## src/rtl/seq_magnitude_comparator.sv

```systemverilog
// seq_magnitude_comparator: multi-cycle A-vs-B magnitude compare, DIGIT bits per clock, MSB slice first.
// Latency: NSLICE edges from the accepting edge to done, or fewer when SEQ_CMP_EARLY_EXIT_EN is defined.
// Backpressure: start is ignored while busy=1; result flags are registered and held until the next completion.
module seq_magnitude_comparator #(
  parameter int WIDTH = 16,
  parameter int DIGIT = 4
) (
  input  logic             clk,
  input  logic             rst,
  input  logic             start,
  input  logic [WIDTH-1:0] a,
  input  logic [WIDTH-1:0] b,
  input  logic             signed_mode,
  output logic             busy,
  output logic             done,
  output logic             greater,
  output logic             lesser,
  output logic             equal
);

  localparam int NSLICE = WIDTH / DIGIT;
  localparam int IW     = (NSLICE > 1) ? $clog2(NSLICE) : 1;
  localparam logic [IW-1:0] TOP = IW'(NSLICE - 1);

  typedef enum logic [1:0] {IDLE, COMPARE, FINISH} state_t;

  state_t           state;
  logic [WIDTH-1:0] opa, opb;
  logic             sgn;
  logic             decided;
  logic             rec_gt, rec_lt;
  logic [IW-1:0]    idx;

  logic [DIGIT-1:0] sa, sb;
  logic             slice_gt, slice_lt;
  logic             fin_gt, fin_lt;
  logic             last;

  // Pick the current slice; in signed mode the sign bit is flipped so the top slice compares as offset binary
  always_comb begin
    sa = opa[idx*DIGIT +: DIGIT];
    sb = opb[idx*DIGIT +: DIGIT];
    if (sgn && (idx == TOP)) begin
      sa[DIGIT-1] = ~sa[DIGIT-1];
      sb[DIGIT-1] = ~sb[DIGIT-1];
    end
    slice_gt = (sa > sb);
    slice_lt = (sa < sb);
    // Once a higher slice has decided, lower slices cannot change the outcome
    fin_gt   = decided ? rec_gt : slice_gt;
    fin_lt   = decided ? rec_lt : slice_lt;
  end

`ifdef SEQ_CMP_EARLY_EXIT_EN
  // Stop on the first differing slice, or after the last slice if all are equal
  assign last = (idx == '0) || (slice_gt || slice_lt);
`else
  // Fixed latency: always walk every slice
  assign last = (idx == '0);
`endif

  // Control FSM, operand capture, slice walk and registered result flags
  always_ff @(posedge clk or posedge rst) begin
    if (rst) begin
      state   <= IDLE;
      opa     <= '0;
      opb     <= '0;
      sgn     <= 1'b0;
      decided <= 1'b0;
      rec_gt  <= 1'b0;
      rec_lt  <= 1'b0;
      idx     <= '0;
      busy    <= 1'b0;
      done    <= 1'b0;
      greater <= 1'b0;
      lesser  <= 1'b0;
      equal   <= 1'b0;
    end else begin
      case (state)
        IDLE, FINISH: begin
          done <= 1'b0;
          if (start) begin
            opa     <= a;
            opb     <= b;
            sgn     <= signed_mode;
            idx     <= TOP;
            decided <= 1'b0;
            rec_gt  <= 1'b0;
            rec_lt  <= 1'b0;
            busy    <= 1'b1;
            state   <= COMPARE;
          end else begin
            state <= IDLE;
          end
        end
        COMPARE: begin
          if (!decided && (slice_gt || slice_lt)) begin
            decided <= 1'b1;
            rec_gt  <= slice_gt;
            rec_lt  <= slice_lt;
          end
          if (last) begin
            greater <= fin_gt;
            lesser  <= fin_lt;
            equal   <= !fin_gt && !fin_lt;
            done    <= 1'b1;
            busy    <= 1'b0;
            state   <= FINISH;
          end else begin
            idx <= idx - IW'(1);
          end
        end
        default: state <= IDLE;
      endcase
    end
  end

endmodule

```

## config.mk

```make
export PLATFORM = sky130hd
export DESIGN_NAME = seq_magnitude_comparator
export DESIGN_NICKNAME = d
export VERILOG_FILES = /design/src/rtl/seq_magnitude_comparator.sv
export SDC_FILE = /design/constraint.sdc
export NUM_CORES = 1
export LEC_CHECK = 0
export CAP_MARGIN = 20
export CORE_AREA = 2 2 92 94
export DETAILED_ROUTE_END_ITERATION = 10
export DIE_AREA = 0 0 94 96
export PLACE_DENSITY_LB_ADDON = 0.3
export SYNTH_ARGS = -nofsm -noshare
export SYNTH_HDL_FRONTEND = slang
export SYNTH_SLANG_ARGS = --single-unit
```

## constraint.sdc

```tcl
create_clock -name clk -period 3.4 [get_ports clk]
set_clock_uncertainty 0.1 [all_clocks]
set_input_delay 0.68 -clock clk [delete_from_list [all_inputs] [get_ports clk]]
set_output_delay 0.68 -clock clk [all_outputs]
set_load 0.01 [all_outputs]
```

==> results.json <==
{
  "run_status": "finished, final reports clean",
  "crit_required_ns": 3.48,
  "final-hold-violation-count": 0,
  "grt_overflow": 0,
  "ir_worst_vdd_v": 0.000255,
  "post-route-drc-count": 0,
  "synthesis.instances": 219,
  "post-route-min-period_ns": 2.60,
  "cts_root_buffer": "sky130_fd_sc_hd__clkbuf_8",
  "cts_htree_levels": 2,
  "crit_path_max_fanout": 12,
  "async_set_reset_flop_share_out_of_synthesis": 1.00,
  "fp.dieW_um": 94,
  "final_max_slew_viol_count": 0,
  "cts_buffer_depth": 2,
  "via_count": 1514,
  "first_global_vias": 1519,
  "yosysSeqAreaShare": 0.537,
  "maximum_number_of_pins_on_one_net_before_global_route_repair": 35,
  "layout.area.seq_um2": 1130,
  "layout-drive-gt1-share": 0.0502,
  "slew_at_the_pin_with_the_worst_max_slew_slack_ns": 0.472,
  "final.fill_count": 860,
  "drt-pass1-iter-count": 4,
  "timing.fmax_ghz": 0.384,
  "synth_enable_flop_cells": 0,
  "placement.setup.worst_slack_ns": 0.758,
  "cts.clk_slew.worst_paths_ns": 0.08,
  "critical_path_class": "reg -> reg",
  "cts_sinks": 45,
  "fin_util": 0.334,
  "cellLeakagePower_nw": 1.32,
  "worstSetupStartpointType": "register",
  "cts_hold_repair.buffers": 0,
  "groute.usage.overall": 0.105,
  "synth.largest_area_cell": "sky130_fd_sc_hd__dfrtp_1",
  "final_nets": 302,
  "whs_ns": 0.373,
  "post_cts.resized_instances": 0,
  "die_area_um2": 9020,
  "ys_seq_elements": 45,
  "rsz_0062_raised_after_global_routing": "no",
  "crit_arrival_ns": 2.68,
  "totalNegativeSetupSlack_ns": 0,
  "initial_core_util": 0.260,
  "grt_first_pass_wirelength_um": 7340,
  "syn_avg_cell_area_um2": 9.58,
  "cts_setup_buffers": 0,
  "hold_path.class": "reg -> reg",
  "cellPowerDensity_nw_per_um2": 867,
  "yosys.area.top_type_share": 0.537,
  "routed_wire_length_per_instance_um": 12.0,
  "detail_route.wirelength.met1_um": 2160,
  "leading_cell_type_in_the_layout_fill_and_taps_excluded": "sky130_fd_sc_hd__nand2_1",
  "placedInstanceArea_um2": 2610,
  "number_of_antenna_violations_at_the_first_check_in_global_routing": 0,
  "drt-vias-per-instance": 4.16,
  "postRouteWirelength_um": 4370,
  "cp-end-kind": "register",
  "yosys_warning_count": 0,
  "timing.final.ws_setup_ns": 0.795,
  "multi_input_comb_area_um2": 887,
  "numCtsBuffers": 5,
  "buffer_ports.inserted": 40,
  "maxSlewHeadroom": 0.686,
  "route.top_layer_used": "met4",
  "min_period_over_period": 0.766,
  "finalWeightedCongestion": 0.744,
  "setup-violations-final": 0,
  "dr_wl_met3_um": 199,
  "post_synth_num_cell_types": 26,
  "commonest_cells_after_routing_fill_and_taps_aside": "sky130_fd_sc_hd__nand2_1, sky130_fd_sc_hd__dfrtp_1, sky130_fd_sc_hd__clkdlybuf4s50_1, sky130_fd_sc_hd__nor2_1",
  "dieHeight_um": 96,
  "synth_nets": 261,
  "antenna_cells": 0,
  "ant_nets": 0,
  "syn2layout_area_growth_pct": 28.1,
  "boundaryPins": 41,
  "layout.cell_area.non_filler_um2": 2690,
  "postSynth.topFlopCell": "sky130_fd_sc_hd__dfrtp_1",
  "dp_hpwl_um": 3260,
  "cts_tree": "done",
  "maximum_capacitance_violations": 0,
  "clkLatencyLatePin_ns": 0.30,
  "initialDrtViolationCount": 75,
  "met2_routed_wl_um": 1960,
  "std_cell_rows": 33,
  "floorplan.core_area_um2": 8050,
  "netlist_area_um2": 2100,
  "ys_top_cells_by_area": "sky130_fd_sc_hd__dfrtp_1, sky130_fd_sc_hd__nand2_1, sky130_fd_sc_hd__mux4_1"
}
layout make-up:
cell class	count	share of cell area
repair buffers	45	0.163
clock inverters	1	0.00186
well taps	105	0.0489
multi-input cells	155	0.330
flip-flops and latches	45	0.419
inverters	8	0.0112
clock buffers	5	0.0256
stage by stage:
step,power (mW),cells
2_1_floorplan,1.73,219
3_3_place_gp,2.03,358
3_5_place_dp,2.05,358
4_1_cts,2.36,364
5_1_grt,2.56,364
6_report,2.33,364
worst max-delay path: stages (launching register included):
cell	delay, ns
sky130_fd_sc_hd__dfrtp_1	0.64
sky130_fd_sc_hd__mux4_1	0.63
sky130_fd_sc_hd__xor2_1	0.16
sky130_fd_sc_hd__ha_1	0.31
sky130_fd_sc_hd__nand2_1	0.06
sky130_fd_sc_hd__o21a_1	0.24
sky130_fd_sc_hd__o41ai_1	0.36
path summary, 6_finish.rpt:
kind	start	to	slack, ns	cells past startpoint
worst max-delay path	idx[0]$_DFFE_PP0P_	equal$_DFFE_PP0P_	0.80	6
worst min-delay path	opa[9]$_DFFE_PP0P_	opa[9]$_DFFE_PP0P_	0.37	2
worst max register to register	idx[0]$_DFFE_PP0P_	equal$_DFFE_PP0P_	0.80	6
worst min register to register	opa[9]$_DFFE_PP0P_	opa[9]$_DFFE_PP0P_	0.37	2
max in group asynchronous	rst	done$_DFFE_PP0P_	1.93	3
min in group asynchronous	rst	opb[10]$_DFFE_PP0P_	0.53	2
synthesized netlist by cell type, types with 2 or more instances:
cell	number
sky130_fd_sc_hd__nand2_1	108
sky130_fd_sc_hd__dfrtp_1	45
sky130_fd_sc_hd__nor2_1	9
sky130_fd_sc_hd__inv_1	8
sky130_fd_sc_hd__mux4_1	7
sky130_fd_sc_hd__a21oi_1	6
sky130_fd_sc_hd__buf_2	6
sky130_fd_sc_hd__ha_1	6
sky130_fd_sc_hd__clkbuf_1	4
sky130_fd_sc_hd__nand2b_1	3
sky130_fd_sc_hd__o21ai_0	2
report_power, final:
group	total [mW]	leakage, nW	internal (mW)	switching [mW]
Clock	0.306	0.0399	0.135	0.171
Combinational	1.04	0.732	0.515	0.524
Sequential	0.983	0.553	0.790	0.193
Total	2.33	1.32	1.44	0.888
metal layers:
metal,up-vias,track usage
met5,-,0
met1,690,0.148
met3,7,0.0298
met2,31,0.159
met4,0,0.0290
li1,786,-
state kept, by name (all words and copies together) (netlist names):
register,cells
busy,1
decided,1
done,1
equal,1
greater,1
idx,2
lesser,1
opa,16
opb,16
rec_gt,1
rec_lt,1
sgn,1
state,2
kinds of logic after synthesis:
kind of cell	count (synthesis)	share of synthesized area
DFF	45	0.537
AOI/OAI and AO/OA	15	0.0471
buffers and inverters	19	0.0412
muxes	8	0.0984
adders and majority gates	6	0.0358
xor gates and xnor gates	2	0.00835
and+or+nand+nor	124	0.232
(Power assumes the default switching activity.)
==> patch (config.mk and constraints unchanged) <==
Add an input register stage for `start`, `a`, `b` and `signed_mode`; this delays them by one clock. Comments in the files are not updated.
--- a/src/rtl/seq_magnitude_comparator.sv
+++ b/src/rtl/seq_magnitude_comparator.sv
@@ -24,4 +24,16 @@
 
   typedef enum logic [1:0] {IDLE, COMPARE, FINISH} state_t;
+
+  logic start_q;
+  logic [WIDTH-1:0] a_q;
+  logic [WIDTH-1:0] b_q;
+  logic signed_mode_q;
+
+  always_ff @(posedge clk) begin
+    start_q       <= start;
+    a_q           <= a;
+    b_q           <= b;
+    signed_mode_q <= signed_mode;
+  end
 
   state_t           state;
@@ -80,8 +92,8 @@
         IDLE, FINISH: begin
           done <= 1'b0;
-          if (start) begin
-            opa     <= a;
-            opb     <= b;
-            sgn     <= signed_mode;
+          if (start_q) begin
+            opa     <= a_q;
+            opb     <= b_q;
+            sgn     <= signed_mode_q;
             idx     <= TOP;
             decided <= 1'b0;
Behaviour: not the same (a bounded check fails within 4 cycles, from zero or initial values and one cycle with rst high).
==> patch against the original RTL <==
Worst setup slack better by 0.0057 ns. Via count up 19%. Design area up 31%. Critical path depth unchanged. Sequential cell count up 34. Power up 36%. Fmax up 0.22%. Hold slack worse by 0.056 ns. Critical path type unchanged. Wire length up 11%. Area after synthesis up 34%.
==> patch: results (changes against the original RTL) <==
stage	metric	value	unit	change
pwr	maximum VDD drop	0.286	mV	+12%
yosys	mean cell area of the mapped netlist	11.1	um^2	+16%
route	overall via count from detail_route	1806		+19%
yosys	fraction of synthesized area in multiplexers	0.0734		-0.0250
status	result of the run	finished clean		
yosys	Cell variety after synth	31		+19%
place	post-placement cell area	3300	um^2	+26%
global_routing	maximum number of pins on one net before global-route repair	46		+31%
place	Post-DP HPWL	3.33	mm	+2.3%
pwr	cell leakage power	1.68	nW	+27%
yosys	Compound-Gate Fraction of Synth Area	0.0392		-0.00797
timing	Max Clock Freq	385	MHz	+0.22%
clock_network	Clock Latency Late Sink	0.35	ns	+0.05 ns
pwr	switching component of the power	1.04	mW	+17%
pwr	switching fraction of total power	0.329		-0.0521
clock_network	H-tree Lvls	3		+1
setup_path	Data arrival, critical path	2.75	ns	+0.07 ns
yosys	top cells by instance count after synthesis	nand2_1, dfrtp_1, dfxtp_1		
global_routing	first-pass GRT wire length	8.09	mm	+10%
route	detail-routed net length per standard cell	11.9	um	-0.69%
place	global placer's final weighted congestion	0.798		+7.2%
yosys	synth top area cells	dfrtp_1, dfxtp_1, nand2_1, mux4_1, ha_1		
pwr	part of the power in registers	0.446		+0.024
route	DRT iter0 DRCs	105		+40%
cells_and_area	number of nets at the end of the flow	339		+12%
pwr	fraction of power consumed by the clock network	0.225		+0.093
timing	tightest hold margin	0.317	ns	-0.0562 ns
-- patch: routing by layer --
layer  wire (um)  part of all wire  vias up  GRT usage
met3         257             0.053       15     0.0478
li1            -                 -      908          -
met4         136             0.028        0     0.0725
met2        2240              0.46       37      0.186
met1        2220              0.46      846      0.144
met5           0                 0        -          0
-- patch: logic make-up after synthesis --
family,count (synthesis)
buffers and inverters,20
XOR/XNOR,3
multiplexers,8
AND/OR/NAND/NOR,121
flip-flops,79
AO/OA/AOI/OAI,17
adder cells (fa/ha/maj),6
-- patch: worst register-to-register path, stage by stage, from the launching register on --
cell,delay [ns]
dfrtp_1,0.66
mux4_1,0.63
xor2_1,0.16
ha_1,0.32
nand2_1,0.07
o21a_1,0.22
o41ai_1,0.34
-- patch: layout make-up --
cell class / instances / area [um^2]
Multi-Input combinational cell: 155 / 903
Inverter: 9 / 33.8
Fill cell: 783 / 4540
Tap cell: 105 / 131
Clock inverter: 3 / 40.0
Sequential cell: 79 / 1810
Timing Repair Buffer: 43 / 423
Clock buffer: 13 / 169
